==> src/rtl/mem_req_ctrl.sv <==
// Y86 SEQ memory-stage initiator: decodes icode into at most one load or store,
// issues it to a word-addressed responder and reports val_m, done, bad_mem and timeout.
module mem_req_ctrl #(
    parameter int MEM_WORDS      = 1024,
    parameter int TIMEOUT_CYCLES = 16
) (
    input  logic        clock,
    input  logic        reset,
    input  logic        start,
    input  logic [3:0]  in_code,
    input  logic [63:0] val_e,
    input  logic [63:0] val_a,
    input  logic [63:0] val_p,
    output logic        busy,
    output logic        done,
    output logic [63:0] val_m,
    output logic        bad_mem,
    output logic        timeout,
    output logic        mem_req_valid,
    input  logic        mem_req_ready,
    output logic        mem_req_write,
    output logic [63:0] mem_req_addr,
    output logic [63:0] mem_req_wdata,
    input  logic        mem_rsp_valid,
    input  logic [63:0] mem_rsp_rdata
);

    localparam logic [3:0] ICODE_RMMOVQ = 4'h4;
    localparam logic [3:0] ICODE_MRMOVQ = 4'h5;
    localparam logic [3:0] ICODE_CALL   = 4'h8;
    localparam logic [3:0] ICODE_RET    = 4'h9;
    localparam logic [3:0] ICODE_PUSHQ  = 4'hA;
    localparam logic [3:0] ICODE_POPQ   = 4'hB;

    localparam int              CNT_W      = $clog2(TIMEOUT_CYCLES) + 1;
    localparam logic [CNT_W-1:0] CNT_LAST  = CNT_W'(TIMEOUT_CYCLES - 1);
    localparam logic [63:0]     ADDR_LIMIT = 64'(MEM_WORDS);

    typedef enum logic [1:0] {
        IDLE = 2'd0,
        REQ  = 2'd1,
        WAIT = 2'd2,
        DONE = 2'd3
    } state_t;

    state_t state;
    state_t state_next;

    logic             dec_access;
    logic             dec_write;
    logic [63:0]      dec_addr;
    logic [63:0]      dec_wdata;
    logic             dec_in_range;
    logic             start_accept;
    logic             in_flight;
    logic             expire;
    logic             exit_ok;
    logic             abort;
    logic [CNT_W-1:0] cnt;

    // Operand selection for the icode currently presented with start.
    always_comb begin
        dec_access = 1'b0;
        dec_write  = 1'b0;
        dec_addr   = val_e;
        dec_wdata  = '0;
        case (in_code)
            ICODE_MRMOVQ: begin
                dec_access = 1'b1;
            end
            ICODE_RET, ICODE_POPQ: begin
                dec_access = 1'b1;
                dec_addr   = val_a;
            end
            ICODE_RMMOVQ, ICODE_PUSHQ: begin
                dec_access = 1'b1;
                dec_write  = 1'b1;
                dec_wdata  = val_a;
            end
            ICODE_CALL: begin
                dec_access = 1'b1;
                dec_write  = 1'b1;
                dec_wdata  = val_p;
            end
            default: begin
                dec_access = 1'b0;
            end
        endcase
    end

    assign dec_in_range = (dec_addr < ADDR_LIMIT);
    assign start_accept = (state == IDLE) && start;
    assign in_flight    = (state == REQ) || (state == WAIT);
    assign expire       = in_flight && (cnt == CNT_LAST);

    // Request channel: mem_req_valid is high exactly while in REQ, and write/addr/wdata
    // stay constant while it is high; the request transfers on a rising edge that sees
    // valid && ready. The response channel has no back-pressure: mem_rsp_valid is a
    // one-cycle pulse that is honoured only in WAIT and ignored in every other state.
    assign exit_ok = ((state == REQ) && mem_req_ready) ||
                     ((state == WAIT) && mem_rsp_valid);
    assign abort   = expire && !exit_ok;

    always_ff @(posedge clock or posedge reset) begin
        if (reset) begin
            state <= IDLE;
        end else begin
            state <= state_next;
        end
    end

    always_comb begin
        state_next = state;
        unique case (state)
            IDLE: begin
                if (start) begin
                    state_next = (dec_access && dec_in_range) ? REQ : DONE;
                end
            end
            REQ: begin
                if (mem_req_ready) begin
                    state_next = WAIT;
                end else if (expire) begin
                    state_next = DONE;
                end
            end
            WAIT: begin
                if (mem_rsp_valid || expire) begin
                    state_next = DONE;
                end
            end
            DONE: begin
                state_next = IDLE;
            end
            default: begin
                state_next = IDLE;
            end
        endcase
    end

    assign busy          = (state != IDLE);
    assign done          = (state == DONE);
    assign mem_req_valid = (state == REQ);

    // Cycle budget shared by REQ and WAIT; restarted whenever a start is accepted.
    always_ff @(posedge clock or posedge reset) begin
        if (reset) begin
            cnt <= '0;
        end else if (start_accept) begin
            cnt <= '0;
        end else if (in_flight) begin
            cnt <= cnt + CNT_W'(1);
        end
    end

    always_ff @(posedge clock or posedge reset) begin
        if (reset) begin
            mem_req_write <= 1'b0;
            mem_req_addr  <= '0;
            mem_req_wdata <= '0;
            bad_mem       <= 1'b0;
            timeout       <= 1'b0;
            val_m         <= '0;
        end else begin
            if (start_accept) begin
                bad_mem <= dec_access && !dec_in_range;
                timeout <= 1'b0;
                if (dec_access && dec_in_range) begin
                    mem_req_write <= dec_write;
                    mem_req_addr  <= dec_addr;
                    mem_req_wdata <= dec_wdata;
                end
            end
            // A store's response is only an acknowledgement.
            if ((state == WAIT) && mem_rsp_valid && !mem_req_write) begin
                val_m <= mem_rsp_rdata;
            end
            if (abort) begin
                bad_mem <= 1'b1;
                timeout <= 1'b1;
            end
        end
    end

endmodule

==> config.mk <==
export PLATFORM = sky130hd
export DESIGN_NAME = mem_req_ctrl
export DESIGN_NICKNAME = d
export VERILOG_FILES = /design/src/rtl/mem_req_ctrl.sv
export SDC_FILE = /design/constraint.sdc
export NUM_CORES = 1
export LEC_CHECK = 0
export ABC_AREA = 1
export BUFFER_PORTS_ARGS = -buffer_cell sky130_fd_sc_hd__buf_2
export CORE_AREA = 2 2 178 180
export CTS_CLUSTER_SIZE = 20
export DETAILED_ROUTE_END_ITERATION = 6
export DIE_AREA = 0 0 180 182
export GPL_ROUTABILITY_DRIVEN = 0
export PLACE_DENSITY_LB_ADDON = 0.05
export SLEW_MARGIN = 0
export SYNTH_ARGS = -nofsm -noshare
export SYNTH_HDL_FRONTEND = slang
export SYNTH_SLANG_ARGS = --single-unit
==> constraint.sdc <==
create_clock -name clock -period 6.5 [get_ports clock]
set_clock_uncertainty 0.15 [all_clocks]
set_input_delay 1.3 -clock clock [delete_from_list [all_inputs] [get_ports clock]]
set_output_delay 1.3 -clock clock [all_outputs]
set_load 0.01 [all_outputs]
==> impl_metrics.yaml <==
logic_synthesis:
  ys.warnings.count: 0
  post_synth_instance_area_um2: 10300
  post_synth.cell_area_avg_um2: 8.08
  synth_cell_type_count: 26
  yosys_register_bits: 202
  netlist_instances: 1280
  synth-seq-area-share_pct: 48.9
  syn_nets: 1552
drt:
  drt_drc_violations_left: 0
  avgViaCountPerCell: 4.56
  drtIter0Drc: 511
  detail_route.wirelength_um: 36400
  routed_wire_length_per_instance_um: 17.1
  route.antenna.remaining_nets: 0
  drt-pass1-iter-count: 5
  vias: 9725
floorplan:
  die_width_um: 180
  placement_rows: 65
  fp.dieH_um: 182
  initial_core_util_pct: 33.4
  pin_count: 463
  fp.coreArea_um2: 31000
  dieArea_um2: 32800
global_route:
  grt_antenna_before_repair: 15
  track_usage_pct: 21.5
  pin_count_of_the_biggest_net_entering_global_routing: 149
  grt_first_pass_wirelength_um: 55400
  first_global_vias: 9378
  grt_overflow_total: 0
cells_and_area:
  drive_above_1_share_pct: 34.6
  sequential_cell_area_um2: 5050
  layout.cell_area.non_filler_um2: 13900
  fillers: 3218
  flow.area_growth_from_synthesis_pct: 34.2
  post_layout_net_count: 1979
  area_occupied_by_multi_input_gates_um2: 4090
sta:
  clock.fmax_mhz: 219
  setup_viol: 0
  tns_setup_ns: 0
  finalWorstPathRequiredPeriod_ns: 4.56
  final_max_slew_viol_count: 0
  final.period_utilization_pct: 70.2
  grt_setup_unrepaired: "no"
  timing_hold_violations_final: 0
  timing.slew.headroom_pct: 27.9
  worst-slew-pin-transition_ns: 1.08
power:
  power_density_nw_per_um2: 298
  power_leakage_nw: 7.99
  switching_share_pct: 28.8
  comb_power_share_pct: 25.6
  cellInternalPower_w: 0.00294
  psw_w: 0.00119
  seq_power_share_pct: 38.6
  worst_vdd_drop_v: 0.000171
  clock_network_fraction_of_design_power_pct: 35.8
clock_network:
  tritoncts_clock_tree: "done"
  clock_tree.root_cell: "sky130_fd_sc_hd__clkbuf_16"
  numCtsBuffers: 24
  clock_insertion_delay_worst_skew_ns: 0.50
  cts_resized: 0
  cts_hold_repair_buffers: 0
  cts.clk_slew.worst_paths_ns: 0.06
  cts_post_setup_buffers_inserted: 0
  cts_max_level: 1
  clkSinkCount: 202
  cts_max_path_buffers: 3
placed_design:
  post_dp_cell_area_um2: 13000
  placement.io_buffers: 462
  place_hpwl_um: 26600
setup_path:
  critPathBufInv: 5
  worstPathMaxFanout: 43
  timing.critical_path.required_ns: 6.75
  criticalPathCategory: "input pin to flop"
  critical_path_sink_type: "flop"
  cp-start-kind: "input pin"
  critical_path.cell_chain: "buf_2 -> inv_2 -> nand3_4 -> buf_4 -> nand2_1 -> nand2_1 -> nor2_1 -> nand2_1 -> nor2_1 -> nand3_1 -> nor2_4 -> buf_12 -> nand3_1 -> nand2_1 -> inv_1"
  worst_path_dominant_cell_family: "simple AND/OR/NAND/NOR gates"
  cpPeakStageDelay_ns: 0.72
  critical-path-top-cell-by-count: "sky130_fd_sc_hd__nand2_1"
  cpMaxStageDelayCell: "sky130_fd_sc_hd__nor2_4"
  critPathArrivalTime_ns: 4.81
status:
  run_status: "finished clean"
hold_path:
  worstHoldPathType: "flop to flop"
flow_run:
  maxCapViolations: 0
==> per-stage QoR <==
stage | total power, W | std cells | hold slack, ns | worst slack [ns] | utilization (%)
2_1_floorplan | 0.00225 | 1280 | 0.284 | 2.43 | -
6_report | 0.00413 | 2132 | 0.306 | 1.94 | 44.8
3_5_place_dp | 0.00269 | 2083 | 0.297 | 1.35 | 41.9
3_3_place_gp | 0.00268 | 2083 | 0.295 | 1.41 | 41.9
5_1_grt | 0.00437 | 2131 | 0.330 | 1.60 | 44.8
4_1_cts | 0.00420 | 2123 | 0.313 | 1.89 | 44.7
==> flip-flops by register name (all words and copies together), names as in the netlist <==
name	flops
bad_mem	1
cnt	5
mem_req_addr	64
mem_req_wdata	64
mem_req_write	1
state	2
timeout	1
val_m	64
==> synth_stat cells (all sizes together) <==
library cell | instances | area, um^2
nand2 | 387 | 1450
o21ai | 15 | 75.1
mux2 | 74 | 833
o211ai | 1 | 7.51
inv | 235 | 882
clkbuf | 32 | 120
buf | 41 | 260
a211oi | 2 | 15.0
nor3 | 3 | 15.0
o22ai | 1 | 6.26
nor2b | 1 | 6.26
nor4 | 1 | 12.5
ha | 7 | 87.6
nor2 | 64 | 243
a22oi | 64 | 480
nand3 | 118 | 591
a21oi | 8 | 40.0
nand4 | 20 | 125
nand3b | 4 | 30.0
dfrtp | 202 | 5050
==> area by class of cell <==
type                            count  share of cell area (%)
Sequential cell                   202                    36.4
Multi-Input combinational cell    770                    29.5
Timing Repair Buffer              474                    17.7
Inverter                          235                    6.39
Clock buffer                       33                    5.09
Tap cell                          402                    3.63
Clock inverter                      7                    1.15
Antenna cell                        9                   0.162
==> kinds of logic after synthesis <==
group / count (synthesis) / share of synthesized area [%]
fa+ha+maj: 7 / 0.847
mux: 74 / 8.06
compound gates: 91 / 6.04
flops: 202 / 48.9
simple gates: 598 / 23.9
buf+inv: 308 / 12.2
==> worst min-delay path, cell delays in order (launching register included) <==
cell,delay [ns]
sky130_fd_sc_hd__dfrtp_1,0.33
sky130_fd_sc_hd__nand2_1,0.05
sky130_fd_sc_hd__inv_1,0.04
==> per-layer routing <==
metal  track usage (%)  part of all wire [%]  up-vias
li1                  -                     -     4843
met1              28.1                    43     4472
met2              35.5                    47      351
met3              5.92                   7.5       47
met4              4.98                   1.8       12
met5                 0                  0.20        -
==> worst paths after layout <==
check / from / endpoint / cells past startpoint / slack [ns]
setup / recovery: in_code[2] / mem_req_wdata[55] / 15 / 1.94
hold / removal: mem_req_addr[16] / mem_req_addr[16] / 2 / 0.31
setup reg to reg: state[0] / mem_req_wdata[60] / 9 / 3.81
hold reg to reg: mem_req_addr[16] / mem_req_addr[16] / 2 / 0.31
max in group asynchronous: reset / mem_req_wdata[39] / 4 / 4.06
min in group asynchronous: reset / val_m[18] / 3 / 0.87
==> placed cells by master (no fill, tap or decap), types with 2 or more instances in the layout <==
cell                        synthesis  final
sky130_fd_sc_hd__clkbuf_1          32      3
sky130_fd_sc_hd__nor2_1            63     61
sky130_fd_sc_hd__nand3_4            0      2
sky130_fd_sc_hd__a22oi_1           64     64
sky130_fd_sc_hd__clkbuf_8           0      5
sky130_fd_sc_hd__clkbuf_16          0     25
sky130_fd_sc_hd__nand4_1           20     20
sky130_fd_sc_hd__inv_2              2      2
sky130_fd_sc_hd__inv_1            233    232
sky130_fd_sc_hd__o21ai_1            7      7
sky130_fd_sc_hd__bufinv_16          0      5
sky130_fd_sc_hd__a21oi_1            8      7
sky130_fd_sc_hd__nand2_1          387    386
sky130_fd_sc_hd__nand3b_1           4      4
sky130_fd_sc_hd__clkinv_2           0      2
sky130_fd_sc_hd__mux2_2            74     74
sky130_fd_sc_hd__diode_2            0      9
sky130_fd_sc_hd__dfrtp_1          202    202
sky130_fd_sc_hd__nand3_1          118    116
sky130_fd_sc_hd__buf_12             0      4
sky130_fd_sc_hd__nor3_1             3      3
sky130_fd_sc_hd__a211oi_1           2      2
sky130_fd_sc_hd__buf_4              5      8
sky130_fd_sc_hd__nor2_4             0      3
sky130_fd_sc_hd__buf_2             28    462
sky130_fd_sc_hd__o21ai_0            8      8
sky130_fd_sc_hd__ha_1               7      7
==> power by group through the flow <==
stage	logic [W]	clock network (W)	registers, W
2_1_floorplan	0.000522	0	0.00172
5_1_grt	0.00116	0.00158	0.00163
3_3_place_gp	0.00107	0	0.00161
6_report	0.00106	0.00148	0.00160
4_1_cts	0.00107	0.00153	0.00160
3_5_place_dp	0.00107	0	0.00162
(Power assumes the default switching activity.)
